===== src/rtl/pipelined_ks_adder.sv =====
// pipelined_ks_adder
//   Add/subtract unit built on a fully pipelined Kogge-Stone carry network.
//   One operand set can be accepted per cycle.
//   A result appears LEVELS+1 cycles after the edge that accepted its operands.
//   A valid/ready handshake on the output side stalls the whole pipe in place.
//
// Parameters
//   WIDTH     operand width, power of two from 4 to 64
//
// Ports
//   clk       clock, rising edge
//   rst       asynchronous active-high reset
//   in_valid  operand set (a, b, cin, op_sub) is valid
//   in_ready  the pipe can take an operand set this cycle
//   a, b      operands
//   cin       carry-in (add) / borrow-in (subtract)
//   op_sub    0 = a + b + cin, 1 = a - b - borrow (a + ~b + ~cin)
//   out_valid result outputs hold a valid result
//   out_ready consumer takes the result this cycle
//   sum       WIDTH-bit result
//   cout      carry out of the MSB (for subtract: 1 = no borrow)
//   ovf       signed two's-complement overflow
//   zero      sum is all zeros
module pipelined_ks_adder #(
  parameter int WIDTH = 8
) (
  input  logic             clk,
  input  logic             rst,
  input  logic             in_valid,
  output logic             in_ready,
  input  logic [WIDTH-1:0] a,
  input  logic [WIDTH-1:0] b,
  input  logic             cin,
  input  logic             op_sub,
  output logic             out_valid,
  input  logic             out_ready,
  output logic [WIDTH-1:0] sum,
  output logic             cout,
  output logic             ovf,
  output logic             zero
);

  localparam int LEVELS = $clog2(WIDTH);

  // One prefix combine step for a whole level.
  // Positions below the span already cover everything down to position 0.
  // Those positions pass through unchanged.
  function automatic logic [WIDTH-1:0] ks_g(input logic [WIDTH-1:0] g,
                                            input logic [WIDTH-1:0] p,
                                            input int span);
    logic [WIDTH-1:0] r;
    r = g;
    for (int j = span; j < WIDTH; j++) begin
      r[j] = g[j] | (p[j] & g[j-span]);
    end
    return r;
  endfunction

  function automatic logic [WIDTH-1:0] ks_p(input logic [WIDTH-1:0] p,
                                            input int span);
    logic [WIDTH-1:0] r;
    r = p;
    for (int j = span; j < WIDTH; j++) begin
      r[j] = p[j] & p[j-span];
    end
    return r;
  endfunction

  logic              stall;
  logic              en;
  logic [LEVELS+1:0] vld_p;

  assign stall     = vld_p[LEVELS+1] & ~out_ready;
  assign en        = ~stall;
  assign in_ready  = ~stall;
  assign out_valid = vld_p[LEVELS+1];

  logic [WIDTH-1:0] b_eff;
  logic [WIDTH-1:0] g_in;
  logic [WIDTH-1:0] p_in;
  logic             cin_eff;

  always_comb begin
    b_eff   = op_sub ? ~b : b;
    cin_eff = op_sub ? ~cin : cin;
    g_in    = a & b_eff;
    p_in    = a ^ b_eff;
  end

  // Group generate/propagate arrays.
  // Position 0 is the effective carry-in, a pure generate with p = 0.
  // Position j (j >= 1) is operand bit j-1.
  // After level k, position j covers positions j down to j-2^k+1.
  // So after LEVELS levels, grp_g_p[LEVELS][i] is the carry into bit i.
  logic [WIDTH-1:0] grp_g_p [0:LEVELS];
  logic [WIDTH-1:0] grp_p_p [0:LEVELS];
  // Per-bit propagate and the MSB generate, carried along for the final sum and cout.
  logic [WIDTH-1:0] bit_p_p [0:LEVELS];
  logic [LEVELS:0]  msb_g_p;

  // ---- stage 0: operand register ---- / ---- stages 1..LEVELS: prefix levels ----
  always_ff @(posedge clk) begin
    if (en) begin
      grp_g_p[0] <= {g_in[WIDTH-2:0], cin_eff};
      grp_p_p[0] <= {p_in[WIDTH-2:0], 1'b0};
      bit_p_p[0] <= p_in;
      msb_g_p[0] <= g_in[WIDTH-1];
      for (int k = 1; k <= LEVELS; k++) begin
        grp_g_p[k] <= ks_g(grp_g_p[k-1], grp_p_p[k-1], 1 << (k-1));
        grp_p_p[k] <= ks_p(grp_p_p[k-1], 1 << (k-1));
        bit_p_p[k] <= bit_p_p[k-1];
        msb_g_p[k] <= msb_g_p[k-1];
      end
    end
  end

  logic [WIDTH-1:0] carry;
  logic [WIDTH-1:0] sum_nxt;
  logic             c_msb;
  logic             cout_nxt;

  // The cout merge uses the carry into the MSB plus that bit's own g/p.
  // It is a single AND-OR term, not a ripple.
  always_comb begin
    carry    = grp_g_p[LEVELS];
    sum_nxt  = bit_p_p[LEVELS] ^ carry;
    c_msb    = carry[WIDTH-1];
    cout_nxt = msb_g_p[LEVELS] | (bit_p_p[LEVELS][WIDTH-1] & c_msb);
  end

  logic [WIDTH-1:0] sum_pout;
  logic             cout_pout;
  logic             ovf_pout;
  logic             zero_pout;

  // ---- stage LEVELS+1: output register; valid chain ----
  always_ff @(posedge clk or posedge rst) begin
    if (rst) begin
      vld_p     <= '0;
      sum_pout  <= '0;
      cout_pout <= 1'b0;
      ovf_pout  <= 1'b0;
      zero_pout <= 1'b0;
    end else if (en) begin
      vld_p     <= {vld_p[LEVELS:0], in_valid};
      sum_pout  <= sum_nxt;
      cout_pout <= cout_nxt;
      ovf_pout  <= c_msb ^ cout_nxt;
      zero_pout <= ~|sum_nxt;
    end
  end

  assign sum  = sum_pout;
  assign cout = cout_pout;
  assign ovf  = ovf_pout;
  assign zero = zero_pout;

endmodule


===== config.mk =====
export PLATFORM = sky130hd
export DESIGN_NAME = pipelined_ks_adder
export DESIGN_NICKNAME = d
export VERILOG_FILES = /design/src/rtl/pipelined_ks_adder.sv
export SDC_FILE = /design/constraint.sdc
export NUM_CORES = 1
export LEC_CHECK = 0
export ABC_AREA = 1
export CORE_MARGIN = 1.5
export CORE_UTILIZATION = 46
export DETAILED_ROUTE_END_ITERATION = 8
export HOLD_SLACK_MARGIN = 0.05
export PLACE_DENSITY = 0.75
export SETUP_SLACK_MARGIN = 0.1
export SYNTH_ARGS = -nofsm -noshare
export SYNTH_HDL_FRONTEND = slang
export SYNTH_SLANG_ARGS = --single-unit

===== constraint.sdc =====
create_clock -name clk -period 4.2 [get_ports clk]
set_input_delay 0.84 -clock clk [delete_from_list [all_inputs] [get_ports clk]]
set_output_delay 0.84 -clock clk [all_outputs]
set_load 0.005 [all_outputs]

== Word-level counts from Yosys, hierarchy flattened ==
Memories as Yosys holds them, arrays and structs flattened.
Cells that the tools add are included.

* $add $sub $neg: 0
* Multipliers: 0
* Divide/modulo/power cells: 0
* Magnitude comparators: 0
* Equal/unequal tests: 0
* Shift-type cells: 0
* Multiplexer cells: 3
* Bitwise operators: 62
* Reduce and logical (&&, ||, !) cells: 2

{| class="wikitable"
|+ Operators with widths
! kind !! number
|-
| bitwise AND 1 bit || 36
|-
| OR 1 bit || 18
|-
| bitwise XOR 8 bit || 2
|-
| bitwise AND 8 bit || 1
|-
| two-way mux 8 bit || 1
|-
| NOT 8 bit || 1
|-
| OR reduction 8 bit || 1
|-
| NOT 1 bit || 3
|-
| two-way mux 1 bit || 2
|-
| logical NOT 1 bit || 1
|-
| bitwise XOR 1 bit || 1
|}

* Register bits after elaboration: 20
* Bits in latches: 0
* Bits in writable memories: 96
* ROM bits: 0
* Input bits: 22
* Output and inout bits: 13
* Memories: 3

{| class="wikitable"
|+ Memories
! name !! words !! bits a word !! rd ports !! clocked after Yosys merged registers in !! wr ports !! line !! RTL
|-
| bit_p_p || 4 || 8 || 4 || 0 || 4 || 98 || <nowiki>logic [WIDTH-1:0] bit_p_p [0:LEVELS];</nowiki>
|-
| grp_g_p || 4 || 8 || 4 || 0 || 4 || 95 || <nowiki>logic [WIDTH-1:0] grp_g_p [0:LEVELS];</nowiki>
|-
| grp_p_p || 4 || 8 || 3 || 0 || 4 || 96 || <nowiki>logic [WIDTH-1:0] grp_p_p [0:LEVELS];</nowiki>
|}

== Depth between registers and ports, before layout ==
* Depth after elaboration: 3
* Mapped depth: 7
* Depth with buffers taken out: 7

== Worst setup path after synthesis ==
Ideal clock, no wire load.

* Path kind: input to output
* Start: in out_ready
* End: out in_ready
* Arrival: 1.486 ns
* Path slack: 1.874 ns
* Stages on the path: 2
* Buffers on the path: 0
* Cells stage by stage: inv_2 > nand2_4

* Word-level cells in the longest chain between the ends: 3

{| class="wikitable"
|+ Ends and longest elaborated chain
! item !! line !! RTL
|-
| start: declaration || 36 || <nowiki>input logic out_ready,</nowiki>
|-
| NOT 1 bit || 73 || <nowiki>assign stall = vld_p[LEVELS+1] & ~out_ready;</nowiki>
|-
| bitwise AND 1 bit || 73 ||
|-
| NOT 1 bit || 75 || <nowiki>assign in_ready = ~stall;</nowiki>
|-
| end: declaration || 30 || <nowiki>output logic in_ready,</nowiki>
|}

Every way passes these cells.

== Worst setup path in the final report ==
Same ends and word-level chain as after synthesis.

==> impl_metrics.py <==
metrics = {
    "clocking": {
        "clk_latency_ns": 0.35,
        "clkTransAtPathRegs_ns": 0.07,
        "cts.sinks": 94,
        "cts_hold_buf": 0,
        "cts_max_level": 3,
        "cts_buffers": 9,
        "cts_setup_buffers": 0,
        "ctsLongestPathBuffers": 2,
        "ctsResizeCount": 0,
        "cts_tree": "built",
        "clk_root_buffer_cell": "clkbuf_8",
    },
    "yosys": {
        "yosysWarnings": 0,
        "synth_top_family_by_area": "simple AND/OR/NAND/NOR gates",
        "synth_cell_types": 17,
        "synth-adder-area-share": 0.0311,
        "syn_area_um2": 3620,
        "syn_nets": 281,
        "ys_seq_area_frac": 0.758,
        "syn_avg_cell_area_um2": 14.5,
        "yosysTopAreaCellShare": 0.648,
        "synth-simple-area-share": 0.0913,
        "synth_compound_area_frac": 0.0453,
        "syn_inst": 250,
        "synthMuxAreaShare": 0,
        "synthXorXnorAreaFrac": 0.0242,
        "ys_ff_latch": 94,
        "yosysTopAreaCell": "edfxtp_1",
        "synth_area_leaders": "edfxtp_1, dfrtp_1, nand2_1, inv_1, ha_1",
    },
    "global_route": {
        "antenna_found_initial": 0,
        "globalRouteOverflowTotal": 0,
        "grt_use_total": 0.125,
        "grt_pass1_wl_um": 7780,
        "grt_max_degree": 87,
        "grt_pass1_vias": 1746,
    },
    "die": {
        "start_util": 0.470,
        "fp.coreArea_um2": 7690,
        "fp-row-count": 32,
        "die_w_um": 91.7,
        "dieArea_um2": 8400,
        "die_h_um": 91.7,
        "io_pins": 35,
    },
    "sta": {
        "fin_setup_tns_ns": 0,
        "setup_viol": 0,
        "whs_ns": 0.422,
        "slew_violations": 0,
        "fin_crit_ns": 2.78,
        "hold_viol": 0,
        "worst_slew_pin_slew_ns": 1.07,
        "grt_setup_unrepaired": "no",
        "fmax_mhz": 360,
        "clock_skew_ns": 0.00518,
        "relSlewSlack": 0.286,
        "fin_crit_sh": 0.661,
    },
    "power_and_ir_drop": {
        "vdd_drop_max_mv": 0.223,
        "powerDensity_nw_per_um2": 679,
        "leakage_nw": 1.88,
        "fin_total_pwr_w": 0.00289,
    },
    "layout": {
        "drive_gt1_frac": 0.101,
        "num_antenna_cells": 0,
        "fill_cells": 635,
        "nNetsFinal": 324,
        "instances_no_fill": 400,
        "final_util": 0.553,
        "synthToLayoutAreaGrowth_pct": 17.6,
    },
    "detailed_routing": {
        "drtPass1Iterations": 4,
        "totalWireLength_um": 4500,
        "vias_per_cell": 4.48,
        "num_vias": 1792,
        "drc": 0,
        "drt_iter0_drc": 100,
        "drtAntennaViolNets": 0,
        "wl_per_cell_um": 11.3,
    },
    "setup_path": {
        "crit_fanout": 2,
        "start_kind": "input pin",
        "required_ns": 3.36,
        "cp_common_cell": "clkdlybuf4s50_1",
        "crit_type": "in -> out",
        "r2r_setup_slack_ns": 2.23,
        "cp-end-kind": "output pin",
        "cpMaxStageDelayCell": "clkdlybuf4s50_1",
        "cp_cell_sequence": "clkdlybuf4s50_1, inv_2, nand2_4, clkdlybuf4s50_1",
        "worst_path_largest_cell_delay_ns": 0.51,
        "critPathArrivalTime_ns": 1.94,
    },
    "outcome": {
        "status": "finished, final reports clean",
    },
    "placed_design": {
        "post-place-cells": 384,
        "port-buffer-count": 34,
        "gp_congestion": 0.718,
        "dp.final_hpwl_um": 2990,
    },
    "flow_run": {
        "drv_cap": 0,
    },
    "hold_path": {
        "hold_path.class": "reg -> reg",
    },
}
==> stage by stage <==
step | setup slack (ns) | area (um2)
floorplan | 1.87 | 3620
global placement | 1.42 | 4050
detailed placement | 1.30 | 4050
CTS | 1.41 | 4250
global route | 1.40 | 4250
finish | 1.42 | 4250
==> power breakdown <==
part           switching, W  internal [W]  total, W
combinational      0.000313      0.000273  0.000587
sequential         0.000183       0.00150   0.00169
clock              0.000282      0.000332  0.000614
total              0.000778       0.00211   0.00289
==> placed cells by master (no fill, tap or decap), drive strengths merged <==
cell type / synthesis / layout
buf: 3 / 1
clkinv: 0 / 3
edfxtp: 78 / 78
dfrtp: 16 / 16
bufinv: 0 / 2
nor2: 5 / 5
clkdlybuf4s50: 0 / 34
inv: 35 / 35
clkbuf: 0 / 11
xor2: 10 / 10
o21ai: 10 / 10
a21o: 10 / 10
ha: 9 / 9
nand2: 73 / 73
a21oi: 1 / 1
==> metal layers <==
layer	routed length (um)	GRT usage	part of all wire
met1	1960	0.146	0.43
met2	2230	0.198	0.50
met3	158	0.0299	0.035
met4	151	0.0938	0.034
met5	0	0	0
==> cells by family after synthesis <==
group,after synthesis
buf+inv,38
xor+xnor,10
fa+ha+maj,9
compound gates,21
simple gates,78
flops,94
==> flip-flops by register name, indices dropped and copies added (netlist names) <==
register	flops
msb_g_p	4
sum	8
vld_p	5
cout	1
grp_g_p	32
grp_p_p	10
zero	1
ovf	1
bit_p_p	32
==> critical path, delay by kind of cell <==
kind / cells / cell delay, ns
buffers and inverters: 3 / 1.03
AND/OR/NAND/NOR: 1 / 0.06
==> cells in the mapped netlist <==
cell type / count
a21oi_1: 1
xor2_1: 10
buf_8: 1
inv_2: 1
a21o_1: 10
nand2_1: 68
o21ai_0: 1
ha_1: 9
o21ai_2: 9
nor2_1: 5
buf_12: 1
inv_6: 1
edfxtp_1: 78
nand2_4: 5
buf_4: 1
dfrtp_1: 16
inv_1: 33
==> worst paths after layout <==
path	startpoint	endpoint	depth (start not counted)
setup / recovery	out_ready	in_ready	4
hold / removal	bit_p_p[2][1]$_DFFE_PN_	bit_p_p[3][1]$_DFFE_PN_	0
setup reg to reg	vld_p[4]$_DFFE_PP0N_	sum[5]$_DFFE_PP0N_	5
hold reg to reg	bit_p_p[2][1]$_DFFE_PN_	bit_p_p[3][1]$_DFFE_PN_	0
max in group asynchronous	rst	zero$_DFFE_PP0N_	2
min in group asynchronous	rst	cout$_DFFE_PP0N_	2
==> layout make-up <==
cell class | count | area (um2) | share of cell area
clock inverter | 5 | 73.8 | 0.0174
timing repair buffer | 35 | 348 | 0.0818
multi-input combinational | 118 | 694 | 0.163
sequential | 94 | 2740 | 0.645
inverter | 35 | 136 | 0.0321
tap | 102 | 128 | 0.0300
clock buffer | 11 | 131 | 0.0309
Power figures use the tool's default switching activity.
==> RTL change 1: new RTL, config.mk and constraints unchanged <==
`WIDTH`: 8 -> 16.
--- a/src/rtl/pipelined_ks_adder.sv
+++ b/src/rtl/pipelined_ks_adder.sv
@@ -24,3 +24,3 @@
 module pipelined_ks_adder #(
-  parameter int WIDTH = 8
+  parameter int WIDTH = 16
 ) (
Interface: changed (resized a, b and sum); port bits go from 35 to 59. The function was not compared with the original's and may differ.
==> RTL change 1 against the original RTL <==
Routed wire length rose to 2.6 times the old value. Design area rose by 130%. Synthesized area rose by 130%. Combinational power rose by 120%. Total power rose to 2.5 times the old value. Worst setup slack got worse by 420 ps. Sequential cell count rose by 130. Cell count rose by 120%. Largest cell class unchanged. Highest routed layer unchanged.
==> RTL change 1: results (changes against the original RTL) <==
r2r_start: "vld_p[5]"
clkLatencyLatePin_ps: 490  # +140 ps
reg_top3: "bit_p_p (80), grp_g_p (80), grp_p_p (34)"
dp_cells: 856  # +120%
synth_compound_area_share_pct: 4.63  # +0.092 points
arrival_ps: 2360  # +420 ps
layout.nets: 706  # +120%
ys_async_sr_fraction_pct: 11.2  # -5.9 points
routabilityCongestion: 0.773  # +7.7%
min-delay-start: "bit_p_p[0][63]"
hold_ws_ps: 412  # -10.7 ps
pre_cts_slack_ps: 993  # -306 ps
cts_buffer_depth: 3  # +1
fillerInstances: 1402  # +120%
grt_use_total_pct: 12.4  # -0.086 points
critPathMaxFanout: 59  # +57
grt_max_degree: 183  # +110%
outcome: "finished clean"
seq_power_share_pct: 57.2  # -1.2 points
regArea_sq_um: 6600  # +140%
r2r_setup_slack_ps: 1850  # -380 ps
relSlewSlack_pct: 34.2  # +5.6 points
portBuffers: 58  # +71%
finalNonFillerCells: 890  # +120%
cts_buffers: 22  # +13
-- RTL change 1: changes by cell type after synthesis, sizes merged --
| cell | before | now |
|---|---|---|
| ha | 9 | 17 |
| a21oi | 1 | 0 |
| xor2 | 10 | 18 |
| o21ai | 10 | 3 |
| a21o | 10 | 28 |
| o21a | 0 | 1 |
| edfxtp | 78 | 199 |
| nor2 | 5 | 26 |
| buf | 3 | 6 |
| nand2 | 73 | 146 |
| inv | 35 | 90 |
| dfrtp | 16 | 25 |
| a31oi | 0 | 15 |
-- RTL change 1: layout make-up --
type | count | share of cell area, %
Clock buffer | 27 | 5.95
Clock inverter | 7 | 0.807
Inverter | 90 | 3.40
Multi-Input combinational cell | 254 | 14.4
Sequential cell | 224 | 66.5
Tap cell | 229 | 2.89
Timing Repair Buffer | 59 | 6.05
-- RTL change 1: metal layers --
layer / track usage [%] / wire [um]
met5: 0 / 0
met4: 5.65 / 302
met3: 2.53 / 562
met2: 21.3 / 5790
met1: 15.1 / 5100
==> RTL change 2: new RTL, config.mk and constraints unchanged <==
Without the edit above. Register the output `ovf` once more, cleared by the reset; this adds one clock of latency there. The other outputs are not delayed to match.
--- a/src/rtl/pipelined_ks_adder.sv
+++ b/src/rtl/pipelined_ks_adder.sv
@@ -154,3 +154,9 @@
   assign cout = cout_pout;
-  assign ovf  = ovf_pout;
+  always_ff @(posedge clk or posedge rst) begin
+    if (rst) begin
+      ovf <= '0;
+    end else begin
+      ovf <= ovf_pout;
+    end
+  end
   assign zero = zero_pout;
Function: changed (Yosys sat finds a counterexample within 10 cycles, from zero or initial values and one cycle with rst high).
==> RTL change 2 against the original RTL <==
Hold slack worse by 42 ps. Design area is 0.65% higher. Synthesized area increased by 0.69%. Routed wire length is 1.0% higher. Total power is essentially flat. Worst setup slack better by 19 ps. Synthesized cell count rose by 0.40%. Sequential cell count rose by 1. Register-to-register slack improved by 40 ps.
==> RTL change 2: results (changes against the original RTL) <==
outcome: "finished clean"
relSlewSlack_pct: 30.6  # +1.9 points
yosysUniqueCellTypes: 17  # unchanged
power.switching_uw: 810  # +4.2%
ys_async_sr_fraction_pct: 17.9  # +0.87 points
cts_resized: 0  # unchanged
grt_max_degree: 87  # unchanged
cts_buffer_depth: 2  # unchanged
skew_ps: 11.8  # +6.64 ps
drt_iter0_drc: 97  # -3.0%
yosysWarnings: 0  # unchanged
first_pass_iters: 4  # unchanged
clkLatencyLatePin_ps: 350  # about the same
r2r_setup_slack_ps: 2270  # +40 ps
clock_power_share_pct: 20.7  # -0.6 points
clk_pin_slew_worst_paths_ps: 90  # +20 ps
antenna_found_initial: 0  # unchanged
via_per_inst: 4.53  # +1.1%
critPathMaxFanout: 2  # unchanged
cts-root-buf: "clkbuf_8"
grt_first_pass_wirelength_um: 7770  # -0.18%
drive_gt1_share_pct: 10.7  # +0.64 points
hold_class: "flop to flop"
p_leak_nw: 1.88  # +0.38%
seq_power_share_pct: 59.0  # +0.6 points
postCtsSetupRepairBufs: 0  # unchanged
layout.nets: 325  # +0.31%
portBuffers: 34  # unchanged
grt_use_total_pct: 12.1  # -0.36 points
synth_common_cells: "edfxtp_1 (78), nand2_1 (68), inv_1 (33)"
routabilityCongestion: 0.725  # +0.99%
reg_top3: "bit_p_p (32), grp_g_p (32), grp_p_p (10)"
antenna_cells: 0  # unchanged
cts.htree.levels: 3  # unchanged
synth_ff_type: "edfxtp_1"
wl_per_cell_um: 11.3  # +0.77%
p_sw_share_pct: 28.1  # +1.1 points
arrival_ps: 1920  # -20 ps
peakVddDrop_mv: 0.294  # +32%
yosysSeqAreaShare_pct: 76.0  # +0.17 points
cts_buffers: 9  # unchanged
dp_hpwl_um: 3070  # +2.8%
grt_overflow_total: 0  # unchanged
grt_pass1_vias: 1816  # +4.0%
synth_edf_count: 78  # unchanged
syn_nets: 282  # +0.36%
fillerInstances: 638  # +0.47%
synth_area_leaders: "edfxtp_1 (64%), dfrtp_1 (12%), nand2_1 (7.0%), inv_1 (3.4%), ha_1 (3.1%)"
RTL change 2: routing by layer:
layer | global-route usage (%) | wire length, um
met1 | 13.1 | 1850
met2 | 21.3 | 2390
met3 | 4.73 | 242
met4 | 4.62 | 66
met5 | 0 | 0
RTL change 2: worst max-delay path, stage by stage:
cell and delay [ps]:
clkdlybuf4s50_1 470, inv_2 50, nand2_4 60, clkdlybuf4s50_1 490
RTL change 2: cell families after synthesis:
family	count (synthesis)	synth area share (%)
AOI/OAI and AO/OA	21	4.50
xor gates and xnor gates	10	2.41
adders and majority gates	9	3.09
buffers and inverters	38	4.91
DFF	95	76.0
and+or+nand+nor	78	9.07
RTL change 2: stage by stage:
| step | instances | util (%) | setup slack, ps | area [sq um] | hold WS (ps) |
|---|---|---|---|---|---|
| after floorplan | 251 | - | 1870 | 3640 | 354 |
| after global placement | 385 | 53.0 | 1420 | 4070 | 365 |
| after detailed placement | 385 | 53.0 | 1330 | 4070 | 360 |
| after CTS | 401 | 55.7 | 1420 | 4280 | 380 |
| after global routing | 401 | 55.7 | 1400 | 4280 | 406 |
| final | 401 | 55.7 | 1440 | 4280 | 380 |
RTL change 2: final timing paths:
path | from | end | cells after the start
min reg2reg | ovf_pout | ovf | 0
min in group asynchronous | rst | vld_p[2] | 2
max reg2reg | vld_p[4] | ovf_pout | 5
min | ovf_pout | ovf | 0
max | out_ready | in_ready | 4
max in group asynchronous | rst | sum[1] | 2
RTL change 2: final cells by class:
| cell class | count | area share, % |
|---|---|---|
| Clock inverter | 6 | 1.87 |
| Clock buffer | 10 | 2.98 |
| Tap cell | 102 | 2.98 |
| Sequential cell | 95 | 64.6 |
| Inverter | 35 | 3.19 |
| Timing Repair Buffer | 35 | 8.12 |
| Multi-Input combinational cell | 118 | 16.2 |
